[src/rtl/serial_comp.sv]
// Sequential WIDTH-bit magnitude comparator that walks the operands one nibble
// per cycle, LSB nibble first, through a single comp_4 cascade slice.

module comp_4 (
    input  logic [3:0] a,
    input  logic [3:0] b,
    input  logic       last_gt,
    input  logic       last_eq,
    input  logic       last_lt,
    output logic       gt,
    output logic       eq,
    output logic       lt
);
    always_comb begin
        gt = last_gt;
        eq = last_eq;
        lt = last_lt;
        if (a > b) begin
            gt = 1'b1;
            eq = 1'b0;
            lt = 1'b0;
        end else if (a < b) begin
            gt = 1'b0;
            eq = 1'b0;
            lt = 1'b1;
        end
    end
endmodule

// state | meaning
// IDLE  | waiting for operands, in_ready high
// RUN   | one nibble compared per cycle, flags fed back as cascade inputs
// DONE  | result presented until the consumer takes it
module serial_comp #(
    parameter int WIDTH = 16
) (
    input  logic             clk,
    input  logic             rst_n,
    input  logic             in_valid,
    output logic             in_ready,
    input  logic [WIDTH-1:0] a,
    input  logic [WIDTH-1:0] b,
    input  logic             is_signed,
    output logic             out_valid,
    input  logic             out_ready,
    output logic             gt,
    output logic             eq,
    output logic             lt
);
    localparam int N  = WIDTH / 4;
    localparam int CW = (N > 1) ? $clog2(N) : 1;

    if ((WIDTH % 4) != 0 || WIDTH < 4) begin : g_width_check
        $error("serial_comp: WIDTH must be a multiple of 4 and at least 4");
    end

    typedef enum logic [1:0] {IDLE, RUN, DONE} state_t;

    state_t           state;
    logic [WIDTH-1:0] sh_a;
    logic [WIDTH-1:0] sh_b;
    logic             sgn;
    logic [CW-1:0]    cnt;
    logic             flag_gt;
    logic             flag_eq;
    logic             flag_lt;
    logic             last;
    logic [3:0]       nib_a;
    logic [3:0]       nib_b;
    logic             s_gt;
    logic             s_eq;
    logic             s_lt;

    assign last = (cnt == CW'(N - 1));

    // Flipping the sign bit of the top nibble maps two's-complement order onto unsigned order.
    assign nib_a = sh_a[3:0] ^ {sgn & last, 3'b000};
    assign nib_b = sh_b[3:0] ^ {sgn & last, 3'b000};

    comp_4 u_slice (
        .a       (nib_a),
        .b       (nib_b),
        .last_gt (flag_gt),
        .last_eq (flag_eq),
        .last_lt (flag_lt),
        .gt      (s_gt),
        .eq      (s_eq),
        .lt      (s_lt)
    );

    always_ff @(posedge clk) begin
        if (!rst_n) begin
            state   <= IDLE;
            sh_a    <= '0;
            sh_b    <= '0;
            sgn     <= 1'b0;
            cnt     <= '0;
            flag_gt <= 1'b0;
            flag_eq <= 1'b1;
            flag_lt <= 1'b0;
        end else begin
            case (state)
                IDLE: begin
                    if (in_valid) begin
                        sh_a    <= a;
                        sh_b    <= b;
                        sgn     <= is_signed;
                        cnt     <= '0;
                        flag_gt <= 1'b0;
                        flag_eq <= 1'b1;
                        flag_lt <= 1'b0;
                        state   <= RUN;
                    end
                end
                RUN: begin
                    flag_gt <= s_gt;
                    flag_eq <= s_eq;
                    flag_lt <= s_lt;
                    sh_a    <= sh_a >> 4;
                    sh_b    <= sh_b >> 4;
                    cnt     <= cnt + CW'(1);
                    if (last) begin
                        state <= DONE;
                    end
                end
                DONE: begin
                    if (out_ready) begin
                        state <= IDLE;
                    end
                end
                default: state <= IDLE;
            endcase
        end
    end

    // in_ready is qualified by rst_n so nothing is accepted while reset is asserted.
    assign in_ready  = (state == IDLE) && rst_n;
    assign out_valid = (state == DONE);
    assign gt        = flag_gt & out_valid;
    assign eq        = flag_eq & out_valid;
    assign lt        = flag_lt & out_valid;
endmodule

[config.mk]
export PLATFORM = sky130hd
export DESIGN_NAME = serial_comp
export DESIGN_NICKNAME = d
export VERILOG_FILES = /design/src/rtl/serial_comp.sv
export SDC_FILE = /design/constraint.sdc
export NUM_CORES = 1
export LEC_CHECK = 0
export ABC_AREA = 1
export BUFFER_PORTS_ARGS = -buffer_cell sky130_fd_sc_hd__clkbuf_2
export CELL_PAD_IN_SITES_DETAIL_PLACEMENT = 0
export CELL_PAD_IN_SITES_GLOBAL_PLACEMENT = 1
export CORE_ASPECT_RATIO = 1.75
export CORE_UTILIZATION = 34
export CTS_CLUSTER_DIAMETER = 50
export CTS_CLUSTER_SIZE = 24
export DETAILED_ROUTE_END_ITERATION = 16
export PLACE_DENSITY_LB_ADDON = 0.05
export REMOVE_ABC_BUFFERS = 1
export SLEW_MARGIN = 30
export SYNTH_ARGS = -nofsm -noshare
export SYNTH_HDL_FRONTEND = slang
export SYNTH_SLANG_ARGS = --single-unit
[constraint.sdc]
create_clock -name clk -period 1.35 [get_ports clk]
set_clock_uncertainty 0.05 [all_clocks]
set_input_delay 0.135 -clock clk [delete_from_list [all_inputs] [get_ports clk]]
set_output_delay 0.135 -clock clk [all_outputs]
set_load 0.01 [all_outputs]
# Word-level counts from Yosys, hierarchy flattened
# Cells that the tools add are included.
# totals
regBits	40
n_memories	0
word_cells	51
mem_bits_rw	0
latchBits	0
rom_bits	0
# op_classes
multipliers	0
n_bitwise	6
shift	0
add_sub_neg	1
n_div	0
n_reduce_logical	7
muxes	20
magnitude_cmp	2
eq_ne	7
# op_table
operator	n
16-bit case mux with 2 select lines	2
16-bit 2-to-1 mux	2
2-bit 2-to-1 mux	4
4-bit XOR	2
1-bit 2-to-1 mux	7
1-bit case mux with 2 select lines	3
2-bit case mux with 3 select lines	1
3-bit AND reduction	2
1-bit bitwise AND	4
2-bit == test, second input constant	2
4-bit greater-than comparator	1
4-bit < comparator	1
2-bit != test, second input constant	2
2-bit case mux with 2 select lines	1
2-bit AND reduction	2
3-bit by 1-bit != test with 1-bit output, second input constant	1
2-bit by 1-bit adder with 2-bit output, second input constant	1
2-bit by 1-bit == test with 1-bit output, second input constant	1
2-bit zero test	1
2-bit by 1-bit != test with 1-bit output, second input constant	1
2-bit nonzero test	1
1-bit logical AND	1

# Depth between registers and ports, before layout
# logic_depth
depth_word	7
depth_mapped	11

# Hierarchy
# Synthesis repeated with hierarchy kept, for this count alone.
# hier_totals
cells_unflattened	345
area_unflattened_um2	2108.3
# by_module_without_submodules
module	area_each_um2	cells_per_inst	n_inst
serial_comp	1969.4	320	1
comp_4	138.9	25	1

# Least setup slack after synthesis
# Ideal clock, no wire load.
# synth_path
path_kind	register to register
startpoint	reg sh_b[1]
endpoint	reg flag_eq
path_stages_with_launch	11
arrival_ns	1.095
setup_time_ns	0.131
period_less_slack_ns	1.276
path_buffers	0
slack_ns	0.074
path_cell_list	dfxtp_1 > inv_1 > ha_1 > nand2_1 > nand2_1 > nand3_1 > nand3_1 > nand2_1 > nand2_2 > nand2_1 > nand3_1
# synth_between
elab_chain_cells	4
elab_cells_between_ends	7
# synth_lines
item	line	source
from (decl)	61	logic [WIDTH-1:0] sh_b;
from (signal assigned)	120	sh_b <= sh_b >> 4;
4-bit XOR (*)	78	assign nib_b = sh_b[3:0] ^ {sgn & last, 3'b000};
4-bit < comparator / 4-bit greater-than comparator (equally long branches)	22, 18	
3-bit by 1-bit != test with 1-bit output (no line) / 1-bit 2-to-1 mux (equally long branches)	--	
3-bit AND reduction (no line) / 1-bit case mux with 2 select lines (equally long branches)	--	
to (signal assigned)	117	flag_eq <= s_eq;
to (decl)	65	logic flag_eq;
# Mark *: on every way between the ends. The rest lies on a longest branch, timed or not.
# A chain may end at the register's enable or synchronous reset.

# Final worst setup path
# layout_path
startpoint	reg sh_a[0]
endpoint	reg flag_gt
# layout_between
elab_chain_cells	4
elab_cells_between_ends	7
# layout_lines
item	line	source
from (decl)	60	logic [WIDTH-1:0] sh_a;
from (signal assigned)	119	sh_a <= sh_a >> 4;
4-bit XOR (*)	77	assign nib_a = sh_a[3:0] ^ {sgn & last, 3'b000};
4-bit < comparator / 4-bit greater-than comparator (equally long branches)	22, 18	
3-bit by 1-bit != test with 1-bit output (no line) / 1-bit 2-to-1 mux (equally long branches)	--	
3-bit AND reduction (no line) / 1-bit case mux with 2 select lines (equally long branches)	--	
to (signal assigned)	116	flag_gt <= s_gt;
to (decl)	64	logic flag_gt;
# Marked as above.

==> out/metrics.cfg <==
[place]
dpl-instance-area_sq_um = 2145
numPortBuffers = 41
gp_congestion = 0.7440
dpl.hpwl_um = 2957

[critical_path]
slowest_stage = dfxtp_2
required_ns = 1.53
path_common_cell = nand2_2
r2r-start = sh_a[0]$_SDFFE_PN0P_
path_class = reg2reg
cp_slowest_stage_delay_ns = 0.32
crit_start = sh_a[0]$_SDFFE_PN0P_
cp_data_arrival_time_ns = 1.58
worstReg2RegEnd = flag_gt$_SDFFE_PN0P_
crit_chain = inv_1, ha_1, and3_4, nand2_2, nor2_1, nand2_1, nand2_2, nand2_2, a21oi_2
critPathCapture = flag_gt$_SDFFE_PN0P_
rrSetupSlack_ns = -0.05
cp_max_fo = 3
cp-start-kind = register
endpoint_kind = register
rr_worst_depth = 9

[timing]
hold_viol = 0
final.min_clock_period_ns = 1.399
fmax_ghz = 0.7148
setup_viol = 2
slew_headroom_pct = 83.52
grt_setup_unrepaired = yes
setup_slack_ns = -0.04903
fin_hold_ws_ns = 0.01441
slew_violations = 0
fin_crit_sh_pct = 103.6
tightestPinTransition_ns = 0.2472

[logic_synthesis]
synth-edff-count = 0
async_flop_share_pct = 0
synth_area_per_cell_sq_um = 7.388
synthCells = 241
muxShareOfSynthArea_pct = 0
synth_seq_cells = 40
ys.flop_type = dfxtp_1
synth.yosys.seq_area_share_pct = 44.98
synth_fa_ha_area_share_pct = 2.811
synth-xor-area-share_pct = 0
synth-compound-area-share_pct = 19.82
yosysWarnings = 0
synth_area_sq_um = 1780
synth_cell_types = 24
synthSimpleGateAreaFrac_pct = 23.75
synth_top_family_by_area = simple AND/OR/NAND/NOR gates

[final_layout]
nets = 337
layout_commonest_cell = nand2_1
syn_to_final_growth_pct = 34.01
regArea_sq_um = 807.0
final_cell_mix = 78 x nand2_1, 40 x clkbuf_2, 35 x dfxtp_1
drive_gt1_share_pct = 31.65
antennaDiodeCount = 0
multiInputGateArea_sq_um = 877.1
finish.instance_area_sq_um = 2386
num-fill-cells = 544

[routing]
dr_total_vias = 1674
ant_nets = 0
dr.first_iter.drc_count = 33
vias_per_cell = 4.769
wire_per_inst_um = 11.58
drc = 2
drtPass1Iterations = 9
totalWireLength_um = 4066

[floorplanning]
dieArea_sq_um = 5541
die-width_um = 56.70
io-pin-count = 42
num_rows = 34
core-area_sq_um = 5020
initial_core_util_pct = 35.47
die_y_um = 97.73

[power_and_ir_drop]
p_comb_share_pct = 18.3
p_int_uw = 2509
seq_power_share_pct = 41.1
swShare_pct = 24.15
vdd_drop_max_uv = 727.5
p_per_area_nw_per_um2 = 1386
power_switching_uw = 798.8
p_leak_uw = 0.001055
power.share.clock_pct = 40.6

[cts]
ctsRootBufferMaster = clkbuf_8
cts_buffer_depth = 2
cts.sinks = 40
cts_inserted_buffers = 5
clkTransAtPathRegs_ns = 0.08
cts_tree = done
clk_latency_ns = 0.29
holdBufCountCts = 0
htree_num_levels = 2

[run_status]
status = complete, but fails checks
violations = DRC, setup timing

[grt]
antenna_found_initial = 0
grt_max_degree = 23
grt_pass1_vias = 1589
grt_usage_pct = 15.63
grt_pass1_wl_um = 6831
grt-ovfl-total = 0

[min_path]
min-delay-start = a[12]
hold_path_class = in2reg

[job]
max_cap_viol_count = 0

-- kinds of logic after synthesis --
kind of cell               after synthesis
DFF                                     40
AOI/OAI and AO/OA                       64
adders and majority gates                4
and+or+nand+nor                        103
buffers and inverters                   30
-- layer usage --
layer  part of all wire, %  track usage (%)  routed length (um)  vias to the layer above
met4                   2.1            7.308                  87                        0
met2                    50            27.38                2032                       31
met1                    45            17.72                1825                      724
li1                      -                -                   -                      912
met5                     0                0                   0                        -
met3                   3.0            3.179                 121                        7
-- flip-flops by register name, indices dropped and copies added (netlist names) --
register	flops
state	2
sh_b	16
cnt	2
sh_a	16
flag_eq	1
sgn	1
flag_lt	1
flag_gt	1
-- power groups by stage --
stage / combinational [uW] / clock (uW) / sequential (uW)
2_1_floorplan: 304 / 0 / 1360
3_3_place_gp: 547 / 0 / 1380
3_5_place_dp: 549 / 0 / 1380
4_1_cts: 585 / 1380 / 1360
5_1_grt: 677 / 1420 / 1370
6_report: 605 / 1340 / 1360
-- through the flow --
stage | TNS, ns | cells | total power, uW | setup slack, ns | utilization (%)
floorplan | -1.470 | 227 | 1669 | -0.1633 | -
global placement | -0.2859 | 340 | 1924 | -0.07135 | 42.72
detailed placement | -0.5512 | 340 | 1927 | -0.05591 | 42.72
CTS | -0.006781 | 349 | 3323 | -0.006781 | 46.86
global route | -0.6704 | 351 | 3467 | -0.1241 | 47.53
finish | -0.09342 | 351 | 3308 | -0.04903 | 47.53
-- synthesized netlist by cell type (all sizes together) (2+ instances only) --
cell    count  share of area, %
nand2      84                19
clkbuf      4              0.91
clkinv      2              0.42
nor2        9               1.9
o21ai      26               7.3
inv        14               3.0
a21oi      13               3.7
dfxtp      40                45
nand3       6               1.7
buf        10               4.4
ha          4               2.8
a31oi      24               8.4
-- worst max-delay path: cells and delay by family, from the launching register on --
family,cells,cell delay (ns)
flip-flops,1,0.32
AO/OA/AOI/OAI,1,0.12
AND/OR/NAND/NOR,6,0.56
buffers and inverters,1,0.04
adder cells (fa/ha/maj),1,0.27
-- cell type report --
type	instances	share of cell area, %
sequential	40	33.82
timing repair buffer	62	17.30
tap	54	2.832
clock inverter	3	3.776
multi-input combinational	171	36.76
clock buffer	5	2.884
inverter	16	2.622
-- worst min-delay path by stage --
stage                     slack, ns               endpoint  cells after the start
final                          0.01  sh_a[12]$_SDFFE_PN0P_                      3
after global routing           0.01  sh_a[13]$_SDFFE_PN0P_                      3
after CTS                     0.007  sh_a[13]$_SDFFE_PN0P_                      3
after detailed placement       0.33  sh_a[12]$_SDFFE_PN0P_                      3
after global placement         0.32  sh_a[15]$_SDFFE_PN0P_                      3
after floorplan                0.17   flag_eq$_SDFFE_PN1P_                      1
-- what timing repair did --
item | CTS | global route
buffers inserted | 1 | 2
resized for setup | 10 | 11
setup endpoints to repair | 15 | 34
pin swaps | 0 | 6
No activity file was read; power rests on OpenSTA's default activity.
